`config.mk`:
```
export PLATFORM = sky130hd
export DESIGN_NAME = n64_snac_xfer_flat
export DESIGN_NICKNAME = d
export VERILOG_FILES = /design/src/rtl/n64_snac_xfer_if.sv /design/src/rtl/n64_snac_xfer.sv /design/src/flat_wrapper.sv
export SDC_FILE = /design/constraint.sdc
export NUM_CORES = 1
export LEC_CHECK = 0
export BUFFER_PORTS_ARGS = -buffer_cell sky130_fd_sc_hd__buf_2
export CORE_AREA = 4 4 227 318
export CTS_BUF_LIST = sky130_fd_sc_hd__clkbuf_4 sky130_fd_sc_hd__clkbuf_8 sky130_fd_sc_hd__clkbuf_16
export CTS_CLUSTER_SIZE = 20
export DETAILED_ROUTE_END_ITERATION = 7
export DIE_AREA = 0 0 231 322
export PLACE_DENSITY = 0.65
export RECOVER_POWER = 100
export SKIP_CTS_REPAIR_TIMING = 1
export SLEW_MARGIN = 20
export SYNTH_ARGS = -nofsm -noshare
export SYNTH_HDL_FRONTEND = slang
export SYNTH_SLANG_ARGS = --single-unit
export TNS_END_PERCENT = 100
```
`constraint.sdc`:
```
create_clock -name clk_1x -period 4.9 [get_ports clk_1x]
set_input_delay 0.735 -clock clk_1x [delete_from_list [all_inputs] [get_ports clk_1x]]
set_output_delay 0.735 -clock clk_1x [all_outputs]
set_load 0.05 [all_outputs]
```
`src/rtl/n64_snac_xfer_if.sv`:
```
// rtl/n64_snac_xfer_if.sv - link between the transaction sequencer and the SNAC Joybus bit engine
interface n64_snac_xfer_if;
  logic       snac_start;
  logic [7:0] snac_cmdData;
  logic [5:0] snac_sendCnt;
  logic [5:0] snac_receiveCnt;
  logic       snac_toPad_ena;
  logic       snac_ready;
  logic       snac_byteRec;
  logic [7:0] snac_dataOut;
  logic       snac_timeout;

  modport master (
    output snac_start, snac_cmdData, snac_sendCnt, snac_receiveCnt, snac_toPad_ena,
    input  snac_ready, snac_byteRec, snac_dataOut, snac_timeout
  );

  modport slave (
    input  snac_start, snac_cmdData, snac_sendCnt, snac_receiveCnt, snac_toPad_ena,
    output snac_ready, snac_byteRec, snac_dataOut, snac_timeout
  );
endinterface

```
`src/rtl/n64_snac_xfer.sv`:
```
// rtl/n64_snac_xfer.sv - Joybus transaction sequencer: TX/RX buffers, byte pacing, completion status
// Optional stall watchdog enabled by defining SNAC_XFER_WDOG_EN.
module n64_snac_xfer #(
  parameter int MAX_BYTES = 40
`ifdef SNAC_XFER_WDOG_EN
  , parameter int WDOG_CYCLES = 20000
`endif
) (
  input  logic                  clk_1x,
  input  logic                  reset,
  input  logic                  txwr_en,
  input  logic [5:0]            txwr_addr,
  input  logic [7:0]            txwr_data,
  input  logic                  req_valid,
  output logic                  req_ready,
  input  logic [5:0]            req_txlen,
  input  logic [5:0]            req_rxlen,
  input  logic [5:0]            rd_addr,
  output logic [7:0]            rd_data,
  output logic                  done,
  output logic [1:0]            status,
  output logic [5:0]            rx_count,
  n64_snac_xfer_if.master       snac
);

  typedef enum logic [2:0] {IDLE, ARM, SEND_WAITLO, SEND, RECV} state_t;

  localparam logic [5:0] MAX_L = 6'(MAX_BYTES);

  state_t     state;
  logic [7:0] tx_mem [MAX_BYTES];
  logic [7:0] rx_mem [MAX_BYTES];
  logic [5:0] tx_idx;
  logic [5:0] rx_next;
  logic       rx_we;
  logic       len_bad;

`ifdef SNAC_XFER_WDOG_EN
  localparam logic [14:0] WDOG_LIM = 15'(WDOG_CYCLES);
  logic [14:0] wdog_cnt;
  logic        ready_q;
`endif

  always_comb begin
    rx_next = (rx_count == MAX_L) ? rx_count : rx_count + 6'd1;
    rx_we   = (state == RECV) && snac.snac_byteRec && (rx_count < MAX_L);
    len_bad = (req_txlen == 6'd0) || (req_txlen > MAX_L) ||
              (req_rxlen == 6'd0) || (req_rxlen > MAX_L);
  end

  // Buffer storage is deliberately left out of reset.
  always_ff @(posedge clk_1x) begin
    if (txwr_en && (state == IDLE) && (txwr_addr < MAX_L))
      tx_mem[txwr_addr] <= txwr_data;
    if (rx_we)
      rx_mem[rx_count] <= snac.snac_dataOut;
  end

  always_ff @(posedge clk_1x) begin
    if (!reset)
      rd_data <= 8'h00;
    else
      rd_data <= (rd_addr < MAX_L) ? rx_mem[rd_addr] : 8'h00;
  end

  always_ff @(posedge clk_1x) begin
    if (!reset) begin
      state                <= IDLE;
      req_ready            <= 1'b1;
      done                 <= 1'b0;
      status               <= 2'b00;
      rx_count             <= 6'd0;
      tx_idx               <= 6'd0;
      snac.snac_start      <= 1'b0;
      snac.snac_toPad_ena  <= 1'b0;
      snac.snac_cmdData    <= 8'h00;
      snac.snac_sendCnt    <= 6'd0;
      snac.snac_receiveCnt <= 6'd0;
`ifdef SNAC_XFER_WDOG_EN
      wdog_cnt             <= 15'd0;
      ready_q              <= 1'b0;
`endif
    end else begin
      done                <= 1'b0;
      snac.snac_start     <= 1'b0;
      snac.snac_toPad_ena <= 1'b0;
      unique case (state)
        IDLE: begin
          if (req_valid) begin
            snac.snac_sendCnt    <= req_txlen;
            snac.snac_receiveCnt <= req_rxlen;
            rx_count             <= 6'd0;
            tx_idx               <= 6'd0;
            if (len_bad) begin
              done   <= 1'b1;
              status <= 2'b10;
            end else begin
              snac.snac_cmdData <= tx_mem[0];
              req_ready         <= 1'b0;
              state             <= ARM;
            end
          end
        end
        ARM: begin
          if (snac.snac_ready) begin
            snac.snac_start <= 1'b1;
            state           <= SEND_WAITLO;
          end
        end
        // The engine's idle-high ready must drop before it can mean "next byte".
        SEND_WAITLO: begin
          if (!snac.snac_ready)
            state <= SEND;
        end
        SEND: begin
          if (tx_idx == snac.snac_sendCnt - 6'd1) begin
            state <= RECV;
          end else if (snac.snac_ready) begin
            tx_idx              <= tx_idx + 6'd1;
            snac.snac_cmdData   <= tx_mem[tx_idx + 6'd1];
            snac.snac_toPad_ena <= 1'b1;
            state               <= SEND_WAITLO;
          end
        end
        RECV: begin
          if (snac.snac_byteRec) begin
            rx_count <= rx_next;
            if (rx_next == snac.snac_receiveCnt || snac.snac_timeout) begin
              done      <= 1'b1;
              status    <= (rx_next == snac.snac_receiveCnt) ? 2'b00 : 2'b01;
              req_ready <= 1'b1;
              state     <= IDLE;
            end
          end else if (snac.snac_timeout) begin
            done      <= 1'b1;
            status    <= 2'b01;
            req_ready <= 1'b1;
            state     <= IDLE;
          end
        end
        default: begin
          req_ready <= 1'b1;
          state     <= IDLE;
        end
      endcase
`ifdef SNAC_XFER_WDOG_EN
      ready_q <= snac.snac_ready;
      if ((state == IDLE) || (snac.snac_ready != ready_q) || snac.snac_byteRec) begin
        wdog_cnt <= 15'd0;
      end else if (wdog_cnt == WDOG_LIM - 15'd1) begin
        wdog_cnt            <= 15'd0;
        done                <= 1'b1;
        status              <= 2'b11;
        req_ready           <= 1'b1;
        state               <= IDLE;
        snac.snac_start     <= 1'b0;
        snac.snac_toPad_ena <= 1'b0;
      end else begin
        wdog_cnt <= wdog_cnt + 15'd1;
      end
`endif
    end
  end

endmodule

```
`src/flat_wrapper.sv`:
```
// flat-port wrapper written by rule: the top's interface ports become plain ports
module n64_snac_xfer_flat 
#(
  parameter int MAX_BYTES = 40

)
  (clk_1x, reset, txwr_en, txwr_addr, txwr_data, req_valid, req_ready, req_txlen, req_rxlen, rd_addr, rd_data, done, status, rx_count, snac_snac_start, snac_snac_cmdData, snac_snac_sendCnt, snac_snac_receiveCnt, snac_snac_toPad_ena, snac_snac_ready, snac_snac_byteRec, snac_snac_dataOut, snac_snac_timeout);
  n64_snac_xfer_if snac_i ();
  input  logic clk_1x;
  input  logic reset;
  input  logic txwr_en;
  input  logic [5:0] txwr_addr;
  input  logic [7:0] txwr_data;
  input  logic req_valid;
  output logic req_ready;
  input  logic [5:0] req_txlen;
  input  logic [5:0] req_rxlen;
  input  logic [5:0] rd_addr;
  output logic [7:0] rd_data;
  output logic done;
  output logic [1:0] status;
  output logic [5:0] rx_count;
  output wire logic [$bits(snac_i.snac_start)-1:0] snac_snac_start;
  output wire logic [$bits(snac_i.snac_cmdData)-1:0] snac_snac_cmdData;
  output wire logic [$bits(snac_i.snac_sendCnt)-1:0] snac_snac_sendCnt;
  output wire logic [$bits(snac_i.snac_receiveCnt)-1:0] snac_snac_receiveCnt;
  output wire logic [$bits(snac_i.snac_toPad_ena)-1:0] snac_snac_toPad_ena;
  input wire logic [$bits(snac_i.snac_ready)-1:0] snac_snac_ready;
  input wire logic [$bits(snac_i.snac_byteRec)-1:0] snac_snac_byteRec;
  input wire logic [$bits(snac_i.snac_dataOut)-1:0] snac_snac_dataOut;
  input wire logic [$bits(snac_i.snac_timeout)-1:0] snac_snac_timeout;
  assign snac_snac_start = snac_i.snac_start;
  assign snac_snac_cmdData = snac_i.snac_cmdData;
  assign snac_snac_sendCnt = snac_i.snac_sendCnt;
  assign snac_snac_receiveCnt = snac_i.snac_receiveCnt;
  assign snac_snac_toPad_ena = snac_i.snac_toPad_ena;
  assign snac_i.snac_ready = snac_snac_ready;
  assign snac_i.snac_byteRec = snac_snac_byteRec;
  assign snac_i.snac_dataOut = snac_snac_dataOut;
  assign snac_i.snac_timeout = snac_snac_timeout;
  n64_snac_xfer #(.MAX_BYTES(MAX_BYTES)) u_core (.clk_1x(clk_1x), .reset(reset), .txwr_en(txwr_en), .txwr_addr(txwr_addr), .txwr_data(txwr_data), .req_valid(req_valid), .req_ready(req_ready), .req_txlen(req_txlen), .req_rxlen(req_rxlen), .rd_addr(rd_addr), .rd_data(rd_data), .done(done), .status(status), .rx_count(rx_count), .snac(snac_i));
endmodule
```
== Word level (Yosys, flattened, before mapping) ==
Memories as Yosys holds them, arrays and structs flattened. A register that Yosys moved wholly into a read port is not among the register bits.
Cells that the tools add are included.

* Bits in registers: 41
* Bits in latches: 0
* Bits in writable memories: 640
* Memory bits (read-only): 0
* Output and inout bits: 40
* Word-level logic and storage cells: 110
* Memories: 2

* Add/sub/neg operators: 3
* Multiply operators: 0
* Divide/modulo/power cells: 0
* Order comparisons: 5
* Equality and inequality tests: 16
* Shift operators: 0
* Mux-type cells: 45
* Bitwise operators: 3
* Reductions and logical operators: 25

{| class="wikitable"
|+ Memories
! name !! depth !! width !! read ports !! clocked after Yosys merged registers in !! write ports !! RTL line !! RTL
|-
| u_core.rx_mem || 40 || 8 || 1 || 1 || 1 || n64_snac_xfer.sv:32 || <nowiki>logic [7:0] rx_mem [MAX_BYTES];</nowiki>
|-
| u_core.tx_mem || 40 || 8 || 2 || 0 || 1 || n64_snac_xfer.sv:31 || <nowiki>logic [7:0] tx_mem [MAX_BYTES];</nowiki>
|}

{| class="wikitable"
|+ Operator list
! kind !! number
|-
| 2-to-1 mux 8 bit || 4
|-
| 2-to-1 mux 6 bit || 5
|-
| 2-to-1 mux 3 bit || 8
|-
| case mux 6 bit (2 select lines) || 2
|-
| AND reduction 5 bit || 4
|-
| less-than comparator 6 bit, second input constant || 3
|-
| 2-to-1 mux 1 bit || 16
|-
| case mux 8 bit (2 select lines) || 1
|-
| case mux 3 bit (5 select lines) || 1
|-
| adder 6 x 1 -> 6 bit, second input constant || 2
|-
| == test 6 bit || 2
|-
| > comparator 6 bit, second input constant || 2
|-
| logical NOT 6 bit || 2
|-
| inequality test 2 bit, second input constant || 6
|-
| 2-to-1 mux 2 bit || 5
|-
| == test 3 x 2 -> 1 bit, second input constant || 2
|-
| == test 6 bit, second input constant || 1
|-
| inequality test 3 bit, second input constant || 2
|-
| AND reduction 2 bit || 3
|-
| OR reduction 3 bit || 2
|-
| subtractor 6 x 1 -> 6 bit, second input constant || 1
|-
| logical AND 1 bit || 4
|-
| logical OR 1 bit || 4
|-
| case mux 2 bit (2 select lines) || 1
|-
| 11 further kinds || 14
|}

== Depth between registers and ports, before layout ==
* Word-level depth: 7
* Depth in mapped cells: 10
* Mapped depth without buffers: 8

== Least setup slack after synthesis ==
No wires, ideal clock.

* Path type: input to register
* Start: input rd_addr[1]
* End: register u_core.rd_data[2], read port of u_core.rx_mem
* Data arrival time: 2.450 ns
* Path slack: 2.311 ns
* Stages on the path: 6
* Cells stage by stage: clkbuf_1 buf_1 mux4_2 mux4_2 a211oi_1 a211oi_1

* Longest elaborated chain between the ends: 3

{| class="wikitable"
|+ Ends and longest elaborated chain
! what !! RTL line !! RTL
|-
| start, declared || flat_wrapper.sv:18 || <nowiki>input logic [5:0] rd_addr;</nowiki>
|-
| less-than comparator 6 bit || n64_snac_xfer.sv:63 || <nowiki>rd_data <= (rd_addr < MAX_L) ? rx_mem[rd_addr] : 8'h00;</nowiki>
|-
| AND reduction 2 bit (no source line) || - ||
|-
| logical NOT 1 bit (no source line) || - ||
|-
| end, declared || n64_snac_xfer.sv:19 || <nowiki>output logic [7:0] rd_data,</nowiki>
|}

Parallel ways exist; a longest one is shown, timed or not.
A chain may end at the register's enable or synchronous reset.

== Worst setup path after layout ==
* Start: register u_core.tx_idx[0]
* End: register u_core.snac.snac_cmdData[4]

* Longest elaborated chain between the ends: 5
* Elaborated cells on any way between the ends: 8

{| class="wikitable"
|+ Ends and longest elaborated chain
! what !! RTL line !! RTL
|-
| start, declared || n64_snac_xfer.sv:33 || <nowiki>logic [5:0] tx_idx;</nowiki>
|-
| start signal, assigned || n64_snac_xfer.sv:119 || <nowiki>tx_idx <= tx_idx + 6'd1;</nowiki>
|-
| adder 6 x 1 -> 6 bit || n64_snac_xfer.sv:120 || <nowiki>snac.snac_cmdData <= tx_mem[tx_idx + 6'd1];</nowiki>
|-
| memory (40 x 8 bit) || - ||
|-
| 2-to-1 mux 8 bit || n64_snac_xfer.sv:118 || <nowiki>end else if (snac.snac_ready) begin</nowiki>
|-
| 2-to-1 mux 8 bit || n64_snac_xfer.sv:116 || <nowiki>if (tx_idx == snac.snac_sendCnt - 6'd1) begin</nowiki>
|-
| case mux 8 bit (2 select lines) || n64_snac_xfer.sv:87 || <nowiki>unique case (state)</nowiki>
|-
| end signal, assigned || n64_snac_xfer.sv:98 || <nowiki>snac.snac_cmdData <= tx_mem[0];</nowiki>
|-
| end signal, assigned || n64_snac_xfer.sv:120 ||
|-
| end, declared || n64_snac_xfer_if.sv:14 || <nowiki>output snac_start, snac_cmdData, snac_sendCnt, snac_receiveCnt, snac_toPad_ena,</nowiki>
|}

Parallel ways exist; a longest one is shown, timed or not. The select of a mux whose other input is x is not followed.

==> impl_summary.md <==
Logic synthesis
The total of warnings raised by yosys is 0. The number of synthesized flops with an enable pin is 640. The synthesized netlist net count is about 1500. In the synthesized netlist, the cells that appear most often are sky130_fd_sc_hd__edfxtp_1 (640), sky130_fd_sc_hd__mux4_2 (151), sky130_fd_sc_hd__nor2_1 (118). The area share of fa/ha/maj cells after synthesis is less than 1%.

After synthesis, the netlist uses around 70 different library cells. By area, the combinational part of the netlist is dominated by multiplexers. After Yosys synthesis, and, or, nand and nor cells account for 5.02% of the synthesized area. In the synthesized netlist the async set-or-reset flop fraction comes to 0%. In this run, synthesis produced a sequential element count of between 600 and 700.

Ranked by total cell area, the synthesized netlist is headed by sky130_fd_sc_hd__edfxtp_1 (70%), sky130_fd_sc_hd__mux4_2 (12%), sky130_fd_sc_hd__dfxtp_1 (3.6%). sky130_fd_sc_hd__edfxtp_1 is the most common cell in the netlist. Summed over all instances, the cell type with the most area after synthesis is sky130_fd_sc_hd__edfxtp_1.

In the synthesized netlist, mux cells make up between 15 and 20% of the area. The number of instances in the synthesized netlist is roughly 1400. After Yosys synthesis, XOR and XNOR cells account for less than 1% of the synthesized area. The netlist area before placement is ~0.028 mm². The area share of the largest cell type after synthesis is a little over two thirds.

The fraction of the mapped netlist area in compound gates is between 3 and 4%. The synthesized area per cell is ~19 µm². Summing the sequential cell areas from Yosys gives between 70% and 80% of the chip area. In the synthesized netlist the dominant register cell turns out to be sky130_fd_sc_hd__edfxtp_1.

Global route
The number of global-route vias before repair is 14400. The global-route usage over all layers is 17.7%. Entering global routing, the biggest net connects 86 pins. The first global-routing pass estimated between 90 and 100 mm of wire.

Global routing finished with a remaining overflow of 0. The number of antenna violations at the first check in global routing is 1.

Routing
The total wire length is 65.3 mm. After detailed routing, the number of vias per cell comes to 5.60. The final antenna-violating net count is 0. Across all layers, the routed design uses ~14000 vias. The number of DRC markers after the initial detailed-route iteration is approximately 1200. The mean routed wirelength per cell is between 20 and 30 µm. The number of remaining DRC errors is 0. The first detailed-routing pass took 5 iterations.

Layout
The number of antenna diodes in the final layout is 0. The relative area change from synthesis to final layout is 12.2%. Excluding fillers, the count of instances in the completed layout stands at 2510. The layout has about 6000 filler cells. The final-stage net count is 1584. The finished cells cover between 0.03 and 0.04 mm². Of the cells placed in the final design, the portion with a size suffix greater than 1 is about a fifth.

STA
For the final routed database, the setup TNS stands at 0 ns. The maximum frequency from static timing analysis is ~280 MHz. In the post-route analysis, the smallest setup slack over all paths is about 1.3 ns. The count of endpoints failing hold in the final timing report is 0. The final worst clock skew is 0.0245 ns. The worst relative slew slack is -45.3%.

Across all hold checks on the routed design, the worst slack comes to approximately 0.39 ns. The final count of pins violating max slew was roughly 670. The share of the clock period used by the worst path after layout is about 73%. The measured slew at the worst slew-check pin is roughly 2.2 ns. Setup repair after global routing left no endpoint under its margin. The number of endpoints failing setup at the final stage is 0. For the finished layout, the period the worst path requires is 3.57 ns.

Floorplan
In this run the horizontal extent of the chip is roughly 230 µm. The floorplan step defined a core boundary enclosing just under 0.07 mm². The die boundary height is approximately 320 µm. The number of top-level pins is 87. The starting density of the core is 40.0%.

The area of the die is between 0.07 and 0.08 mm². The floorplan has about 110 rows.

Clocking
The CTS tree is yes. The number of clock buffers added by TritonCTS is 66. The tree is rooted in a sky130_fd_sc_hd__clkbuf_16. The H-tree was split into 3 levels. The worst-case clock buffer depth is 3. The total clock sinks is between 600 and 700. The clock latency of the later-clocked register in the worst-skew pair is about 0.62 ns. After clock tree synthesis, the clock-pin slew on the worst setup and hold paths is about 0.060 ns.

Min path
The type of the most critical hold path is primary input to flop. The worst min-delay path startpoint is req_txlen[2].

Worst setup path
By startpoint and endpoint, the worst setup path is classified as flop to flop. STA classifies the critical path startpoint as a flop. The required time of the worst setup path is approximately 5.4 ns. The highest net fanout along the worst path is between 80 and 90. The worst setup slack for register-to-register paths is 1.33 ns.

The worst setup path is captured at a flop. The destination of the worst register-to-register timing path is u_core.snac.snac_cmdData[4]. The number of cells on the worst reg-to-reg path is 7.

In this run the worst setup path terminates at u_core.snac.snac_cmdData[4]. The arrival time at the worst endpoint is about 4.0 ns. The launching instance or port of the critical path is u_core.tx_idx[0].

The launch point of the worst reg-to-reg path is u_core.tx_idx[0].

Placement
The number of placed instances with taps included is roughly 2400. The placed standard-cell area is just under 0.03 mm². The number of port buffers is 86. Summed over all nets, the half-perimeter wirelength after detailed placement is about 44 mm. The final weighted congestion in routability-driven placement is 0.869. Prior to clock tree synthesis, the placed netlist has a worst setup slack of 1.54 ns.

Power and ir drop
VDD sags by at most 0.000343 V. The standby leakage power is around 9.6 nW. Dividing total power by cell area gives a power density of between 300 and 400 mW/mm².

Run
The tool flagged a number of max-cap violations equal to 17.

Status
The flow ran to the end, but the final reports show violations. The checks that failed: capacitance limit, slew limit.
## placed cells by master, fill, tap and decap left out, types with 22 or more instances in the layout
| cell type | instances |
|---|---|
| sky130_fd_sc_hd__edfxtp_1 | 640 |
| sky130_fd_sc_hd__mux4_2 | 151 |
| sky130_fd_sc_hd__nor2_1 | 118 |
| sky130_fd_sc_hd__nand2_1 | 91 |
| sky130_fd_sc_hd__clkbuf_16 | 67 |
| sky130_fd_sc_hd__clkbuf_1 | 61 |
| sky130_fd_sc_hd__dfxtp_1 | 49 |
| sky130_fd_sc_hd__a21oi_1 | 37 |
| sky130_fd_sc_hd__buf_2 | 28 |
| sky130_fd_sc_hd__mux4_1 | 25 |
| sky130_fd_sc_hd__nor3_1 | 22 |
## registers in the layout (all words and copies together), names as in the netlist
name,cells
u_core.done,1
u_core.rd_data,8
u_core.req_ready,1
u_core.rx_count,6
u_core.rx_mem,320
u_core.snac.snac_cmdData,8
u_core.snac.snac_receiveCnt,6
u_core.snac.snac_sendCnt,6
u_core.snac.snac_start,1
u_core.snac.snac_toPad_ena,1
u_core.state,3
u_core.status,2
u_core.tx_idx,6
u_core.tx_mem,320
## through the flow
stage,total power [mW],util (%)
after floorplan,6.93,-
after detailed placement,7.16,41.8
final,12.2,44.9
after global routing,12.6,44.9
after global placement,7.14,41.8
after CTS,12.3,45.0
## worst min-delay path by stage
stage / slack (ns) / depth (start not counted) / end
after global placement: 0.49 / 2 / u_core.req_ready
after CTS: 0.36 / 3 / u_core.snac.snac_sendCnt[2]
after global routing: 0.38 / 3 / u_core.snac.snac_sendCnt[2]
after detailed placement: 0.50 / 2 / u_core.req_ready
after floorplan: 0.48 / 2 / u_core.tx_idx[5]
final: 0.39 / 3 / u_core.snac.snac_sendCnt[2]
## power by group
part	switching, mW	internal [mW]	leakage, nW	total [mW]
sequential	0.0376	6.46	6.15	6.50
clock	2.23	2.96	1.10	5.19
combinational	0.370	0.157	2.33	0.527
## routing by layer
metal / vias to the layer above / global-route usage, % / share of wire [%]
met2: 549 / 31.6 / 53
met1: 7320 / 21.7 / 37
met4: 0 / 5.74 / 2.9
met5: - / 0 / 0
li1: 6073 / - / -
met3: 106 / 3.15 / 6.3
## final cells by class
class,instances,area (µm²),share of cell area [%]
Timing Repair Buffer,99,482,1.56
Inverter,10,37.5,0.121
Clock buffer,81,1790,5.77
Multi-Input combinational cell,667,6880,22.2
Sequential cell,689,20200,65.2
Tap cell,928,1160,3.75
Clock inverter,36,423,1.37
## critical path: stages, from the launching register on
cell and delay, ns:
sky130_fd_sc_hd__dfxtp_1 0.42, sky130_fd_sc_hd__buf_12 0.53, sky130_fd_sc_hd__xor2_1 0.13, sky130_fd_sc_hd__nand2_1 0.10
sky130_fd_sc_hd__and4bb_1 0.24, sky130_fd_sc_hd__a21boi_0 1.29, sky130_fd_sc_hd__or2_0 0.49, sky130_fd_sc_hd__a311oi_1 0.18
## cell families after synthesis
| group | Yosys count |
|---|---|
| xor+xnor | 18 |
| fa+ha+maj | 4 |
| buf+inv | 89 |
| flops | 689 |
| compound gates | 142 |
| mux | 196 |
| simple gates | 307 |
(Power assumes the default switching activity.)
